## src/rtl/data_mem_arbiter.sv

```systemverilog
// Two-port round-robin arbiter in front of data_mem, with
// a whole-memory fill sequencer used for initialization.
module data_mem_arbiter #(
    parameter int W = 8,
    parameter int A = 8
) (
    input  logic         clk,
    input  logic         reset,
    input  logic         init_start,
    input  logic [W-1:0] init_value,
    output logic         init_busy,
    output logic         init_done,
    input  logic         p0_req,
    input  logic         p0_we,
    input  logic [A-1:0] p0_addr,
    input  logic [W-1:0] p0_wdata,
    output logic         p0_gnt,
    output logic         p0_rvalid,
    output logic [W-1:0] p0_rdata,
    input  logic         p1_req,
    input  logic         p1_we,
    input  logic [A-1:0] p1_addr,
    input  logic [W-1:0] p1_wdata,
    output logic         p1_gnt,
    output logic         p1_rvalid,
    output logic [W-1:0] p1_rdata,
    output logic [A-1:0] mem_addr,
    output logic [W-1:0] mem_wdata,
    output logic         mem_re,
    output logic         mem_we,
    input  logic [W-1:0] mem_rdata
);

    typedef enum logic {
        IDLE,
        FILL
    } state_t;

    state_t       state_q;
    state_t       state_d;
    logic [A-1:0] cnt_q;
    logic [W-1:0] fill_q;
    // Port favoured on the next tie; flips away from each grantee.
    logic         rr_q;
    logic         done_q;
    logic         g0;
    logic         g1;
    logic         fill_last;

    assign fill_last = (cnt_q == {A{1'b1}});
    assign init_busy = (state_q == FILL);
    assign init_done = done_q;
    assign p0_gnt    = g0;
    assign p1_gnt    = g1;

    // Next state, grant selection and memory-side drive.
    always_comb begin
        state_d   = state_q;
        g0        = 1'b0;
        g1        = 1'b0;
        mem_addr  = '0;
        mem_wdata = '0;
        mem_re    = 1'b0;
        mem_we    = 1'b0;
        unique case (state_q)
            IDLE: begin
                if (init_start) begin
                    state_d = FILL;
                end else begin
                    g0 = p0_req & (~p1_req | ~rr_q);
                    g1 = p1_req & (~p0_req | rr_q);
                    if (g0) begin
                        mem_addr  = p0_addr;
                        mem_wdata = p0_wdata;
                        mem_we    = p0_we;
                        mem_re    = ~p0_we;
                    end else if (g1) begin
                        mem_addr  = p1_addr;
                        mem_wdata = p1_wdata;
                        mem_we    = p1_we;
                        mem_re    = ~p1_we;
                    end
                end
            end
            FILL: begin
                mem_we    = 1'b1;
                mem_addr  = cnt_q;
                mem_wdata = fill_q;
                if (fill_last) begin
                    state_d = IDLE;
                end
            end
            default: state_d = IDLE;
        endcase
    end

    // State, fill counter/value, fairness pointer, done pulse.
    always_ff @(posedge clk or negedge reset) begin
        if (!reset) begin
            state_q <= IDLE;
            cnt_q   <= '0;
            fill_q  <= '0;
            rr_q    <= 1'b0;
            done_q  <= 1'b0;
        end else begin
            state_q <= state_d;
            done_q  <= (state_q == FILL) && fill_last;
            if (state_q == IDLE && init_start) begin
                cnt_q  <= '0;
                fill_q <= init_value;
            end else if (state_q == FILL) begin
                cnt_q <= cnt_q + A'(1);
            end
            if (g0) begin
                rr_q <= 1'b1;
            end else if (g1) begin
                rr_q <= 1'b0;
            end
        end
    end

    // Capture read data for the port whose read was granted.
    always_ff @(posedge clk or negedge reset) begin
        if (!reset) begin
            p0_rvalid <= 1'b0;
            p1_rvalid <= 1'b0;
            p0_rdata  <= '0;
            p1_rdata  <= '0;
        end else begin
            p0_rvalid <= g0 & ~p0_we;
            p1_rvalid <= g1 & ~p1_we;
            if (g0 && !p0_we) begin
                p0_rdata <= mem_rdata;
            end
            if (g1 && !p1_we) begin
                p1_rdata <= mem_rdata;
            end
        end
    end

endmodule

```

## config.mk

```make
export PLATFORM = sky130hd
export DESIGN_NAME = data_mem_arbiter
export DESIGN_NICKNAME = d
export VERILOG_FILES = /design/src/rtl/data_mem_arbiter.sv
export SDC_FILE = /design/constraint.sdc
export NUM_CORES = 1
export LEC_CHECK = 0
export ABC_AREA = 1
export BUFFER_PORTS_ARGS = -buffer_cell sky130_fd_sc_hd__buf_2
export CORE_MARGIN = 4
export CORE_UTILIZATION = 35
export CTS_CLUSTER_SIZE = 16
export DETAILED_ROUTE_END_ITERATION = 10
export HOLD_SLACK_MARGIN = 0.1
export SETUP_SLACK_MARGIN = 0.5
export SLEW_MARGIN = 40
export SYNTH_ARGS = -nofsm -noshare
export SYNTH_HDL_FRONTEND = slang
export SYNTH_SLANG_ARGS = --single-unit
export TNS_END_PERCENT = 30
```

## constraint.sdc

```tcl
create_clock -name clk -period 3.6 [get_ports clk]
set_input_delay 0.72 -clock clk [delete_from_list [all_inputs] [get_ports clk]]
set_output_delay 0.72 -clock clk [all_outputs]
set_load 0.02 [all_outputs]
```

=== After elaboration in Yosys (flattened, before gate mapping) ===
Index checks and enable logic that the tools add are counted.

* Output and inout port bits: 40
* Flip-flop bits (word level): 37
* Logic and storage cells: 58
* Input port bits: 55

* Reductions and logical operators: 8
* Bitwise operators: 12
* Multiplexer cells: 27
* Equality and inequality tests: 1
* Add/subtract/negate cells: 1

{| class="wikitable"
|+ Operators with widths
! kind !! number
|-
| two-way mux 8 bit || 8
|-
| case mux 8 bit (2 select lines) || 2
|-
| two-way mux 1 bit || 15
|-
| adder 8 x 1 -> 8 bit, second input constant || 1
|-
| == test 8 bit, second input constant || 1
|-
| inverter 1 bit || 6
|-
| bitwise AND 1 bit || 4
|-
| logical AND 1 bit || 4
|-
| case mux 1 bit (2 select lines) || 2
|-
| nonzero test 2 bit || 2
|-
| logical NOT 1 bit || 2
|-
| OR 1 bit || 2
|}

=== Longest topological paths before layout ===
* Depth after elaboration: 7
* Mapped depth: 7
* Mapped depth without buffers: 7

=== Worst setup path after synthesis ===
OpenSTA, ideal clock, no wires.

* Path type: input to output
* Start: in p1_req
* End: out mem_addr[0]
* Arrival time: 1.513 ns
* Setup slack: 1.367 ns
* Cell stages on the path: 6
* Buffers on the path: 1
* Data required time: 2.880 ns
* Path through: nand2_1 nand2_1 nor2_8 buf_6 nand2_1 nand3_1

* Cells in the longest elaborated chain, start to end: 6
* Elaborated cells on any way between the ends: 8
* Those cells by class: mux: 4; bitwise: 4

{| class="wikitable"
|+ Ends and longest elaborated chain
! item !! RTL line !! text
|-
| start, declared || 20 || <nowiki>input logic p1_req,</nowiki>
|-
| inverter 1 bit || 70 || <nowiki>g0 = p0_req & (~p1_req | ~rr_q);</nowiki>
|-
| OR 1 bit || 70 ||
|-
| bitwise AND 1 bit || 70 ||
|-
| two-way mux 8 bit * || 72 || <nowiki>if (g0) begin</nowiki>
|-
| two-way mux 8 bit * || 67 || <nowiki>if (init_start) begin</nowiki>
|-
| case mux 8 bit (2 select lines) * || 65 || <nowiki>unique case (state_q)</nowiki>
|-
| end, declared || 27 || <nowiki>output logic [A-1:0] mem_addr,</nowiki>
|}

Every way passes the cells marked *; elsewhere a longest branch is shown, timed or not.

=== Final worst setup path ===
* Start: in p1_req
* End: out mem_re

* Cells in the longest elaborated chain, start to end: 6
* Elaborated cells on any way between the ends: 8
* Those cells by class: mux: 4; bitwise: 4

{| class="wikitable"
|+ Ends and longest elaborated chain
! item !! RTL line !! text
|-
| inverter 1 bit || 70 ||
|-
| OR 1 bit || 70 ||
|-
| bitwise AND 1 bit || 70 ||
|-
| two-way mux 1 bit * || 72 ||
|-
| two-way mux 1 bit * || 67 ||
|-
| two-way mux 1 bit * || 65 ||
|-
| end, declared || 29 || <nowiki>output logic mem_re,</nowiki>
|}

Marked as above.

==> results by group <==
Outcome
  – Status: finished clean

Synth
  – FF+latch count, synth: 37
  – Cell area after synthesis: 1930 sq um
  – Async S/R FF share, synth: 100%
  – Area contributors post-synth: dfrtp_1 48%, nand2_1 23%, nand3_1 9.9%
  – Distinct cells, synth: 23
  – Gate count of the mapped netlist: 252
  – Top FF cell, synth: dfrtp_1
  – Avg Inst Size Synth: 7.66 sq um
  – Most common cell in the netlist: nand2_1
  – Synth top area share: 48.0%
  – Synth top cells by count: 118 x nand2_1, 38 x nand3_1, 37 x dfrtp_1, 12 x inv_1, 10 x nand4_1
  – Syn Nets: 308
  – Register area share after synthesis: 48.0%
  – Ys Warns: 0
  – Post-synth top area cell: dfrtp_1
  – Number of flops mapped to enable cells by yosys: 0

Floorplan
  – Die height: 82.3 microns
  – Starting Density: 36.9%
  – Die area: 6770 sq um
  – Io pins: 95
  – Core area: 5240 sq um
  – Std cell rows: 26
  – Die Wd: 82.3 microns

Route
  – Detailed Routing Iterations Pass 1: 4
  – Routed WL per cell: 13.2 microns
  – Via/cell ratio: 4.75
  – Final wirelength: 5510 microns
  – Via count: 1981
  – DRC Markers: 0
  – Initial DRC Count: 95
  – DRT antenna net count: 0

Worst setup path
  – Critical path capture point type: output port
  – Crit-path max FO: 27
  – Reg2reg end: p0_rdata[4]
  – Req. time, crit path: 2.88 ns
  – CP max-delay cell: nand2_2
  – FF-to-FF Start: init_busy
  – Setup slack, reg-to-reg: 1.82 ns
  – Crit path largest cell delay: 0.45 ns
  – R2R depth: 7
  – Worst Path Arrival: 1.96 ns
  – Crit path top cell by count: buf_2
  – Worst setup SP type: input port
  – WS Path Type: in2out
  – Crit-path cells: buf_2 -> nand2_1 -> nand2_2 -> nand3_4 -> a21oi_1 -> buf_2

Global routing
  – Total GRT Usage: 16.9%
  – Gr ovfl total: 0
  – Initial antenna violation count: 0
  – Number of global-route vias before repair: 1817
  – Pin count of the biggest net entering global routing: 38
  – First-pass GRT wire length: 8680 microns

Clocking
  – Worst-Skew Late Latency: 0.28 ns
  – Post-CTS sizing: 0
  – Max H-tree Level: 2
  – Hold_buf cts: 0
  – Clk buf depth: 2
  – CTS sink count: 37
  – CTS tree: done
  – Clock transition at the registers of the reported paths: 0.07 ns
  – Clk Tree Root Cell: clkbuf_8
  – Cts bufs inserted: 5
  – # Post-CTS Setup Buffers: 0

Timing
  – RSZ-0062 raised after global routing: false
  – Setup violations, final: 0
  – Least-Margin Pin Slew: 0.546 ns
  – Max-slew headroom: 63.4%
  – Final Critical Period: 2.68 ns
  – Skew final: 0.00397 ns
  – Fin Setup TNS: 0 ns
  – Final hold violations: 0
  – Fmax: 0.373 GHz
  – Final period util: 74.5%
  – Pins Over Slew Limit: 0

Placed design
  – Final GP Congestion: 0.768
  – Post-detail-place hpwl: 3990 microns
  – I/O Buffers: 94

Power
  – Final Power: 0.00154 W
  – Leakage power: 1.45 nW
  – Power Dens Cells: 610 nW/um^2
  – Worst vdd ir: 0.283 mV

Finish
  – Core Util, Final: 48.1%
  – Multi-input logic area: 877 sq um
  – Share of cells above drive strength 1: 31.7%
  – Register area: 926 sq um
  – Nets: 402
  – N_diodes: 0
  – P&R area growth vs syn: 30.5%
  – Fillcell total: 552

Flow run
  – Max_cap viols: 0

Min path
  – Worst Hold Class: in2async
## worst max-delay path by stage
stage               startpoint     endpoint  slack (ns)
CTS                     p1_req       mem_re        0.90
global placement        p0_req       mem_re        0.93
floorplan               p1_req  mem_addr[0]        1.37
detailed placement      p1_req       mem_re        0.90
finish                  p1_req       mem_re        0.92
global route         init_busy  mem_addr[7]        0.76
## cell usage in the layout (no fill, tap or decap)
cell type	n
nor2_1	5
nand4_1	10
o21ai_0	3
nand3_2	1
nand3_1	38
ha_1	1
nand2_2	2
inv_2	1
clkinv_1	1
buf_4	4
buf_2	93
nor2_8	1
a21oi_1	5
clkbuf_8	5
dfrtp_1	37
nor4_1	1
clkbuf_1	3
a211oi_1	1
nand3_4	1
nor3_1	1
nor2_4	2
inv_1	12
nand2_1	118
a22o_1	1
## state kept, by name (all words and copies together) (netlist names)
name and flops:
cnt_q 8, fill_q 8, p0_rdata 8, p1_rdata 8
init_busy 1, init_done 1, p0_rvalid 1, p1_rvalid 1
rr_q 1
## through the flow
stage                     instances  setup slack, ns  area (sq um)  hold WS [ns]
after floorplan                 252             1.37          1930         0.424
after global placement          409            0.934          2440         0.449
after detailed placement        409            0.897          2440         0.454
after CTS                       417            0.902          2520         0.403
after global routing            417            0.762          2520         0.422
final                           417            0.917          2520         0.386
## per-layer routing
layer / track usage [%] / routed length, microns / vias up
li1: - / - / 1004
met1: 23.5 / 2490 / 927
met2: 26.4 / 2680 / 48
met3: 4.23 / 305 / 2
met4: 3.49 / 36 / 0
met5: 0 / 0 / -
## report_power, final
group	total, W	internal, W	leakage (nW)	switching [W]
clock	0.000273	0.000137	0.0395	0.000136
combinational	0.000626	0.000223	0.937	0.000403
sequential	0.000637	0.000544	0.471	0.0000926
total	0.00154	0.000905	1.45	0.000631
## logic make-up (layout without fill, tap and decap cells)
| group | count (synthesis) | in the layout | synth area share, % |
|---|---|---|---|
| AND/OR/NAND/NOR | 180 | 180 | 41.9 |
| flip-flops | 37 | 37 | 48.0 |
| buffers and inverters | 24 | 119 | 6.61 |
| AO/OA/AOI/OAI | 10 | 10 | 2.92 |
| adder cells (fa/ha/maj) | 1 | 1 | 0.648 |
## worst max-delay path, delay by kind of cell
family / cells / cell delay [ns]
AO/OA/AOI/OAI: 1 / 0.19
AND/OR/NAND/NOR: 3 / 0.78
buffers and inverters: 2 / 0.27
## cell type report
cell class              count  share of cell area, %
inverters                  14                   2.09
clock buffers               8                   3.18
repair buffers             97                   19.7
well taps                  70                   3.48
flip-flops and latches     37                   36.8
multi-input cells         191                   34.8
Power figures use the tool's default switching activity.
